**src/rtl/des_cbc_ctrl_pkg.sv**
```systemverilog
// rtl/des_cbc_ctrl_pkg.sv - shared types, constants and chaining helper for the DES CBC controller
package des_pkg;

  typedef logic [63:0] des_block_t;

  typedef enum logic [2:0] {
    ST_IDLE,
    ST_KEY,
    ST_READY,
    ST_BUSY,
    ST_OUT
  } ctrl_state_t;

  // Core key-schedule programming latency, in clk_en-qualified cycles.
  localparam int KEY_WAIT_CYCLES = 2;

  // Block-chaining XOR; bypass selects the raw block (ECB-style, no chaining).
  function automatic des_block_t chain_xor(des_block_t blk, des_block_t chain, logic bypass);
    return bypass ? blk : (blk ^ chain);
  endfunction

endpackage

```
**src/rtl/des_cbc_ctrl_if.sv**
```systemverilog
// rtl/des_cbc_ctrl_if.sv - block stream interface (input and result channels) for the DES CBC controller
interface des_cbc_ctrl_if;

  des_pkg::des_block_t in_data;
  logic                in_valid;
  logic                in_last;
  logic                in_ready;
  des_pkg::des_block_t out_data;
  logic                out_valid;
  logic                out_last;
  logic                out_ready;

  // Host side: produces input blocks, consumes results.
  modport master (
    output in_data, in_valid, in_last, out_ready,
    input  in_ready, out_data, out_valid, out_last
  );

  // Controller side.
  modport slave (
    input  in_data, in_valid, in_last, out_ready,
    output in_ready, out_data, out_valid, out_last
  );

endinterface

```
**src/rtl/des_cbc_ctrl.sv**
```systemverilog
// rtl/des_cbc_ctrl.sv - CBC chaining controller for the iterative DES core (optional ECB bypass: DES_CBC_ECB_EN)
module des_cbc_ctrl
  import des_pkg::*;
#(
  parameter int CNT_W = 16
) (
  input  logic             clk,
  input  logic             rst,
  input  logic             clk_en,
  input  des_block_t       cfg_key,
  input  des_block_t       cfg_iv,
  input  logic             cfg_decrypt,
`ifdef DES_CBC_ECB_EN
  input  logic             cfg_ecb,
`endif
  input  logic             cfg_load,
  output logic             cfg_ready,
  des_cbc_ctrl_if.slave    strm,
  output des_block_t       core_data_in,
  output logic             core_data_en,
  output des_block_t       core_key_in,
  output logic             core_mode_in,
  output logic             core_key_en,
  input  des_block_t       core_data_out,
  input  logic             core_busy,
  input  logic             core_wr,
  output logic [CNT_W-1:0] blk_cnt
);

  ctrl_state_t      state_q, state_d;
  des_block_t       key_q, iv_q, chain_q, pend_q, core_din_q, out_data_q;
  logic             dec_q, last_q, key_loaded_q;
  logic             core_den_q, core_ken_q, out_valid_q, out_last_q;
  logic [1:0]       cnt_q;
  logic [CNT_W-1:0] blk_cnt_q;
  logic             ecb_q;

  logic in_ready, cfg_acc, in_acc, core_done, key_done, out_ack;

`ifdef DES_CBC_ECB_EN
  // ECB selection is captured together with the rest of the configuration.
  always_ff @(posedge clk) begin
    if (!rst) ecb_q <= 1'b0;
    else if (clk_en && cfg_acc) ecb_q <= cfg_ecb;
  end
`else
  assign ecb_q = 1'b0;
`endif

  // Next-state and handshake decode; every strobe is clk_en-qualified.
  always_comb begin
    state_d   = state_q;
    cfg_ready = 1'b0;
    in_ready  = 1'b0;
    cfg_acc   = 1'b0;
    in_acc    = 1'b0;
    core_done = 1'b0;
    key_done  = 1'b0;
    out_ack   = 1'b0;
    case (state_q)
      ST_IDLE: begin
        cfg_ready = 1'b1;
        if (cfg_load) begin
          cfg_acc = 1'b1;
          state_d = ST_KEY;
        end
      end
      ST_KEY: begin
        if (cnt_q == 2'(KEY_WAIT_CYCLES - 1)) begin
          key_done = 1'b1;
          state_d  = ST_READY;
        end
      end
      ST_READY: begin
        cfg_ready = 1'b1;
        // A new configuration beats a simultaneous block; never launch into a busy core.
        in_ready  = !cfg_load && key_loaded_q && !core_busy;
        if (cfg_load) begin
          cfg_acc = 1'b1;
          state_d = ST_KEY;
        end else if (strm.in_valid && in_ready) begin
          in_acc  = 1'b1;
          state_d = ST_BUSY;
        end
      end
      ST_BUSY: begin
        if (core_wr) begin
          core_done = 1'b1;
          state_d   = ST_OUT;
        end
      end
      ST_OUT: begin
        if (strm.out_ready) begin
          out_ack = 1'b1;
          state_d = ST_READY;
        end
      end
      default: state_d = ST_IDLE;
    endcase
    if (!clk_en) begin
      state_d   = state_q;
      cfg_acc   = 1'b0;
      in_acc    = 1'b0;
      core_done = 1'b0;
      key_done  = 1'b0;
      out_ack   = 1'b0;
    end
  end

  // State register.
  always_ff @(posedge clk) begin
    if (!rst) state_q <= ST_IDLE;
    else state_q <= state_d;
  end

  // Configuration, chaining datapath, core strobes and result registers.
  always_ff @(posedge clk) begin
    if (!rst) begin
      key_q        <= '0;
      iv_q         <= '0;
      dec_q        <= 1'b0;
      chain_q      <= '0;
      pend_q       <= '0;
      last_q       <= 1'b0;
      cnt_q        <= '0;
      key_loaded_q <= 1'b0;
      core_din_q   <= '0;
      core_den_q   <= 1'b0;
      core_ken_q   <= 1'b0;
      out_data_q   <= '0;
      out_valid_q  <= 1'b0;
      out_last_q   <= 1'b0;
      blk_cnt_q    <= '0;
    end else if (clk_en) begin
      core_den_q <= in_acc;
      core_ken_q <= cfg_acc;
      if (cfg_acc) begin
        key_q        <= cfg_key;
        iv_q         <= cfg_iv;
        dec_q        <= cfg_decrypt;
        chain_q      <= cfg_iv;
        cnt_q        <= '0;
        key_loaded_q <= 1'b0;
      end
      if (state_q == ST_KEY && !key_done) cnt_q <= cnt_q + 2'd1;
      if (key_done) key_loaded_q <= 1'b1;
      if (in_acc) begin
        core_din_q <= dec_q ? strm.in_data : chain_xor(strm.in_data, chain_q, ecb_q);
        pend_q     <= strm.in_data;
        last_q     <= strm.in_last;
      end
      if (core_done) begin
        out_data_q  <= dec_q ? chain_xor(core_data_out, chain_q, ecb_q) : core_data_out;
        out_valid_q <= 1'b1;
        out_last_q  <= last_q;
        blk_cnt_q   <= blk_cnt_q + 1'b1;
        // End of message rewinds the chain so the next message starts from the IV.
        if (!ecb_q) begin
          if (last_q) chain_q <= iv_q;
          else if (dec_q) chain_q <= pend_q;
          else chain_q <= core_data_out;
        end
      end
      if (out_ack) out_valid_q <= 1'b0;
    end
  end

  assign strm.in_ready  = in_ready;
  assign strm.out_data  = out_data_q;
  assign strm.out_valid = out_valid_q;
  assign strm.out_last  = out_last_q;
  assign core_data_in   = core_din_q;
  assign core_data_en   = core_den_q;
  assign core_key_in    = key_q;
  assign core_mode_in   = dec_q;
  assign core_key_en    = core_ken_q;
  assign blk_cnt        = blk_cnt_q;

endmodule

```
**src/flat_wrapper.sv**
```systemverilog
// flat-port wrapper written by rule: the top's interface ports become plain ports
module des_cbc_ctrl_flat import des_pkg::*;
#(
  parameter int CNT_W = 16
)
  (clk, rst, clk_en, cfg_key, cfg_iv, cfg_decrypt, cfg_load, cfg_ready, core_data_in, core_data_en, core_key_in, core_mode_in, core_key_en, core_data_out, core_busy, core_wr, blk_cnt, strm_in_data, strm_in_valid, strm_in_last, strm_out_ready, strm_in_ready, strm_out_data, strm_out_valid, strm_out_last);
  des_cbc_ctrl_if strm_i ();
  input  logic clk;
  input  logic rst;
  input  logic clk_en;
  input  des_block_t cfg_key;
  input  des_block_t cfg_iv;
  input  logic cfg_decrypt;
  input  logic cfg_load;
  output logic cfg_ready;
  output des_block_t core_data_in;
  output logic core_data_en;
  output des_block_t core_key_in;
  output logic core_mode_in;
  output logic core_key_en;
  input  des_block_t core_data_out;
  input  logic core_busy;
  input  logic core_wr;
  output logic [CNT_W-1:0] blk_cnt;
  input wire logic [$bits(strm_i.in_data)-1:0] strm_in_data;
  input wire logic [$bits(strm_i.in_valid)-1:0] strm_in_valid;
  input wire logic [$bits(strm_i.in_last)-1:0] strm_in_last;
  input wire logic [$bits(strm_i.out_ready)-1:0] strm_out_ready;
  output wire logic [$bits(strm_i.in_ready)-1:0] strm_in_ready;
  output wire logic [$bits(strm_i.out_data)-1:0] strm_out_data;
  output wire logic [$bits(strm_i.out_valid)-1:0] strm_out_valid;
  output wire logic [$bits(strm_i.out_last)-1:0] strm_out_last;
  assign strm_i.in_data = strm_in_data;
  assign strm_i.in_valid = strm_in_valid;
  assign strm_i.in_last = strm_in_last;
  assign strm_i.out_ready = strm_out_ready;
  assign strm_in_ready = strm_i.in_ready;
  assign strm_out_data = strm_i.out_data;
  assign strm_out_valid = strm_i.out_valid;
  assign strm_out_last = strm_i.out_last;
  des_cbc_ctrl #(.CNT_W(CNT_W)) u_core (.clk(clk), .rst(rst), .clk_en(clk_en), .cfg_key(cfg_key), .cfg_iv(cfg_iv), .cfg_decrypt(cfg_decrypt), .cfg_load(cfg_load), .cfg_ready(cfg_ready), .strm(strm_i), .core_data_in(core_data_in), .core_data_en(core_data_en), .core_key_in(core_key_in), .core_mode_in(core_mode_in), .core_key_en(core_key_en), .core_data_out(core_data_out), .core_busy(core_busy), .core_wr(core_wr), .blk_cnt(blk_cnt));
endmodule
```
**config.mk**
```make
export PLATFORM = sky130hd
export DESIGN_NAME = des_cbc_ctrl_flat
export DESIGN_NICKNAME = d
export VERILOG_FILES = /design/src/rtl/des_cbc_ctrl_pkg.sv /design/src/rtl/des_cbc_ctrl_if.sv /design/src/rtl/des_cbc_ctrl.sv /design/src/flat_wrapper.sv
export SDC_FILE = /design/constraint.sdc
export NUM_CORES = 1
export LEC_CHECK = 0
export ABC_AREA = 1
export BUFFER_PORTS_ARGS = -buffer_cell sky130_fd_sc_hd__buf_2
export CORE_ASPECT_RATIO = 1.1
export CORE_MARGIN = 1.5
export CORE_UTILIZATION = 25
export DETAILED_ROUTE_END_ITERATION = 10
export MAX_ROUTING_LAYER = met4
export PLACE_DENSITY = 0.45
export SYNTH_ARGS = -nofsm -noshare
export SYNTH_HDL_FRONTEND = slang
export SYNTH_SLANG_ARGS = --single-unit
```
**constraint.sdc**
```tcl
create_clock -name clk -period 3.3 [get_ports clk]
set_input_delay 0 -clock clk [delete_from_list [all_inputs] [get_ports clk]]
set_output_delay 0 -clock clk [all_outputs]
set_load 0.02 [all_outputs]
```
; ---- Yosys cells after proc, flatten, opt, wreduce, memory -nomap -nowiden
; Index checks and enable logic that the tools add are counted.
[word_totals]
ff_bits = 412
[op_classes]
bitwise = 2
n_addsub = 2
n_eq_ne = 10
n_reduce_logical = 21
mux = 37
[ops]
columns = op, count
row1 = 2-to-1 mux 64 bit, 6
row2 = bitwise XOR 64 bit, 2
row3 = 2-to-1 mux 1 bit, 22
row4 = 2-to-1 mux 3 bit, 6
row5 = "adder 16 x 1 -> 16 bit, second input constant", 1
row6 = case mux 3 bit (5 select lines), 1
row7 = AND reduction 2 bit, 7
row8 = nonzero test 2 bit, 4
row9 = "== test 3 x 2 -> 1 bit, second input constant", 2
row10 = "inequality test 2 bit, second input constant", 3
row11 = AND reduction 6 bit, 1
row12 = logical AND 1 bit, 4
row13 = 2-to-1 mux 2 bit, 2
row14 = "== test 3 x 1 -> 1 bit, second input constant", 1
row15 = "== test 3 bit, second input constant", 1
row16 = logical NOT 1 bit, 3
row17 = logical NOT 3 bit, 1
row18 = "inequality test 3 x 2 -> 1 bit, second input constant", 1
row19 = "adder 2 x 1 -> 2 bit, second input constant", 1
row20 = "== test 2 x 1 -> 1 bit, second input constant", 1
row21 = "inequality test 2 x 1 -> 1 bit, second input constant", 1
row22 = OR reduction 2 bit, 1

; ---- Depth between registers and ports, before layout
[depth]
depth_word = 9
ltp_mapped = 10

; ---- Worst setup path after synthesis
; No wires, ideal clock.
[synth_timing]
path_kind = register to register
from = register u_core.blk_cnt_q[1], in the netlist u_core.blk_cnt[1]
to = register u_core.blk_cnt_q[14], in the netlist u_core.blk_cnt[14]
setup_time_ps = 64
period_less_slack_ps = 1538
required_ps = 3236
stages_incl_launch_ff = 10
arrival_ps = 1475
path_buffers = 0
slack_ps = 1762
cell_sequence = dfxtp_1 ha_1 inv_1 nor2_1 nand2_1 nor2_1 nand3_1 nand2_1 inv_1 nor2_1
[synth_via]
elab_chain_len = 1
[synth_rtl]
columns = item, line
row1 = "start, declared", des_cbc_ctrl.sv:35  ; logic [CNT_W-1:0] blk_cnt_q;
row2 = "start signal, assigned", des_cbc_ctrl.sv:156  ; blk_cnt_q <= blk_cnt_q + 1'b1;
row3 = adder 16 x 1 -> 16 bit, des_cbc_ctrl.sv:156
; Every way passes these cells.
; A chain may end at the register's enable or synchronous reset.

; ---- Worst setup path in the final report
[layout_timing]
from = register u_core.key_loaded_q
to = register u_core.pend_q[61]
[layout_via]
elab_chain_len = 8
[layout_rtl]
columns = item, line
row1 = "start, declared", des_cbc_ctrl.sv:32  ; logic dec_q, last_q, key_loaded_q;
row2 = "start signal, assigned", des_cbc_ctrl.sv:126  ; key_loaded_q <= 1'b0;
row3 = "start signal, assigned", des_cbc_ctrl.sv:143  ; key_loaded_q <= 1'b0;
row4 = "start signal, assigned", des_cbc_ctrl.sv:146  ; if (key_done) key_loaded_q <= 1'b1;
row5 = logical AND 1 bit (2 in a row), des_cbc_ctrl.sv:77  ; in_ready = !cfg_load && key_loaded_q && !core_busy;
row6 = logical AND 1 bit, des_cbc_ctrl.sv:81  ; end else if (strm.in_valid && in_ready) begin
row7 = 2-to-1 mux 1 bit, des_cbc_ctrl.sv:81
row8 = 2-to-1 mux 1 bit, des_cbc_ctrl.sv:78  ; if (cfg_load) begin
row9 = 2-to-1 mux 1 bit, des_cbc_ctrl.sv:60  ; case (state_q)
row10 = 2-to-1 mux 1 bit, des_cbc_ctrl.sv:100  ; if (!clk_en) begin
row11 = AND reduction 2 bit (no source line), n/a
row12 = "end signal, assigned", des_cbc_ctrl.sv:149  ; pend_q <= strm.in_data;
row13 = "end, declared", des_cbc_ctrl.sv:31  ; des_block_t key_q, iv_q, chain_q, pend_q, core_din_q, out_data_q;
; Every way passes these cells.

==> results_dict.tcl <==
set metrics [dict create \
    cp-start-kind "register" \
    cpPeakStageDelay_ns 0.58 \
    finClkSkew_ns 0.0132 \
    min_path_type "input pin to register" \
    crit_arrival_ns 3.16 \
    synthArstFlopShare_pct 0 \
    outcome "completed" \
    min_period_ns 2.66 \
    clk_pin_slew_ns 0.06 \
    routed_wl_microns 65000 \
    synth_edf_count 0 \
    p_leak_nw 10.4 \
    portBuffers 480 \
    cts_buffers 50 \
    drc 0 \
    required_ns 3.80 \
    synth_seq_area_share_pct 46.7 \
    dieWidth_microns 256 \
    initial_core_util_pct 25.2 \
    die_y_microns 282 \
    cts_hold_buf 285 \
    relSlewSlack_pct 28.6 \
    synth_area_per_cell_sq_um 7.40 \
    nets 3321 \
    drive_gt1_share_pct 19.4 \
    ios 481 \
    htreeDepth 2 \
    ys_warn_count 0 \
    yosysTopAreaCell "dfxtp_1" \
    numClockSinks 412 \
    fmax_mhz 375 \
    rsz0062_at_grt "no" \
    ant_nets 0 \
    cts_tree "yes" \
    drtPass1Iterations 5 \
    vias 18500 \
    yosysTopAreaCellShare_pct 46.7 \
    synth_nets 2654 \
    cp_common_cell "dlygate4sd3_1" \
    synth.area.top_cells "dfxtp_1 (47%), nand2_1 (13%), a21oi_1 (7.7%)" \
    gp_congestion 0.789 \
    syn_area_sq_um 17700 \
    drv_cap 0 \
    synth-seq-cells 412 \
    cts_buffer_depth 3 \
    vias_per_cell 4.60 \
    setup_viol_count_final 0 \
    fillers 7412 \
    grt_max_degree 163 \
    synth_common_cells "nand2_1 (629), dfxtp_1 (412), a21oi_1 (271)" \
    drv_slew 0 \
    synthCells 2386 \
    syn_to_final_growth_pct 42.9 \
    crit_slowest_cell "dlygate4sd3_1" \
    dieArea_sq_um 72200 \
    first_global_vias 18900 \
    row_count 102 \
    hpwlAfterDp_microns 40200 \
    crit_path_end_kind "register" \
    synth.most_common_cell "nand2_1" \
    worst_slew_pin_slew_ns 1.07 \
    cts_resized 0 \
    antenna_found_initial 4 \
    synth.distinct_cells 30 \
    postCtsSetupBuffers 0 \
    ir_worst_vdd_mv 0.331 \
    p_per_area_nw_per_um2 521 \
    cp_max_fo 79 \
    criticalPathCategory "register to register" \
    insertion_delay_ns 0.58 \
    ff2ff_setup_slack_ns 0.64 \
    grt_pass1_wl_microns 101000 \
    ys.flop_type "dfxtp_1" \
    drt_iter0_drc 1015 \
    wire_per_inst_microns 16.1 \
    hold_viol 0 \
    cp_cell_sequence "nand2_1, nor2_1, dlygate4sd3_1, nand3_4, buf_4, o21ai_0, dlygate4sd3_1, a21oi_1" \
    core_area_sq_um 70200 \
    cts_root_buffer "clkbuf_16" \
    grt_usage_pct 17.9 \
    overflow 0 \
    finalSetupTns_ns 0 \
    finalCritPeriodShare_pct 80.7 \
    whs_ns 0.0429 \
]
## final timing paths
kind	from	endpoint	depth (start not counted)
hold reg to reg	u_core.pend_q[61]$_SDFFE_PN0P_	u_core.pend_q[61]$_SDFFE_PN0P_	2
setup reg to reg	u_core.key_loaded_q$_SDFFE_PN0P_	u_core.pend_q[61]$_SDFFE_PN0P_	8
setup / recovery	u_core.key_loaded_q$_SDFFE_PN0P_	u_core.pend_q[61]$_SDFFE_PN0P_	8
hold / removal	cfg_load	u_core.core_key_in[42]$_SDFFE_PN0P_	4
## kinds of logic after synthesis
family                     count (synthesis)  share of synthesized area (%)
xor gates and xnor gates                 130                           6.45
buffers and inverters                    278                           6.82
DFF                                      412                           46.7
AOI/OAI and AO/OA                        597                           17.9
adders and majority gates                  2                          0.142
and+or+nand+nor                          967                           22.0
## per-stage QoR
| step | total power (W) | instances | instance area (sq um) | util [%] | worst slack (ns) |
|---|---|---|---|---|---|
| 5_1_grt | 0.0138 | 4029 | 25200 | 36.0 | 0.467 |
| 3_3_place_gp | 0.00733 | 3652 | 20700 | 29.5 | 1.10 |
| 6_report | 0.0132 | 4029 | 25200 | 36.0 | 0.636 |
| 3_5_place_dp | 0.00735 | 3652 | 20700 | 29.5 | 1.06 |
| 4_1_cts | 0.0134 | 4025 | 25200 | 35.9 | 0.580 |
| 2_1_floorplan | 0.00663 | 2386 | 17700 | - | 1.76 |
## layout make-up
class	count	area (sq um)	area share, %
repair buffers	787	5510	21.9
inverters	106	408	1.62
clock inverters	22	228	0.902
multi-input cells	1696	8220	32.6
diodes	4	10.0	0.0397
well taps	936	1170	4.64
clock buffers	66	1430	5.68
flip-flops and latches	412	8250	32.7
## where the power goes
group | switching, W | total [W] | internal (W)
Clock | 0.00228 | 0.00563 | 0.00335
Sequential | 0.000178 | 0.00543 | 0.00525
Combinational | 0.00127 | 0.00210 | 0.000821
Total | 0.00373 | 0.0132 | 0.00942
## layout by cell type (no fill, tap or decap), types with 3 or more instances in the layout
cell type	count
dfxtp_1	411
nand2_1	629
nand3_1	32
bufinv_16	4
inv_2	3
o211ai_1	8
a31oi_1	110
nor2_4	4
dlygate4sd3_1	285
clkbuf_16	51
o21ai_0	205
clkbuf_1	5
nor2_1	227
buf_4	15
diode_2	4
buf_2	479
xor2_1	130
clkinv_2	13
clkbuf_8	10
buf_12	7
nor3_1	5
or2_0	64
a21oi_1	271
inv_1	100
inv_6	3
## metal layers
layer / wire [microns] / GRT usage (%) / up-vias
li1: - / - / 9086
met1: 28200 / 20.9 / 8773
met2: 31200 / 30.6 / 544
met4: 1880 / 5.97 / 0
met3: 3740 / 3.78 / 113
met5: 0 / - / -
## state kept, by name, indices dropped and copies added, names as in the netlist
name	cells
u_core.blk_cnt	16
u_core.chain_q	64
u_core.cnt_q	2
u_core.core_data_en	1
u_core.core_data_in	64
u_core.core_key_en	1
u_core.core_key_in	64
u_core.core_mode_in	1
u_core.iv_q	64
u_core.key_loaded_q	1
u_core.last_q	1
u_core.pend_q	64
u_core.state_q	3
u_core.strm.out_data	64
u_core.strm.out_last	1
u_core.strm.out_valid	1
## worst max-delay path, delay by kind of cell, from the launching register on
kind	cells	cell delay, ns
AO/OA/AOI/OAI	2	0.23
buffers and inverters	3	1.74
flip-flops	1	0.33
AND/OR/NAND/NOR	3	0.27
No activity file was read; power rests on OpenSTA's default activity.
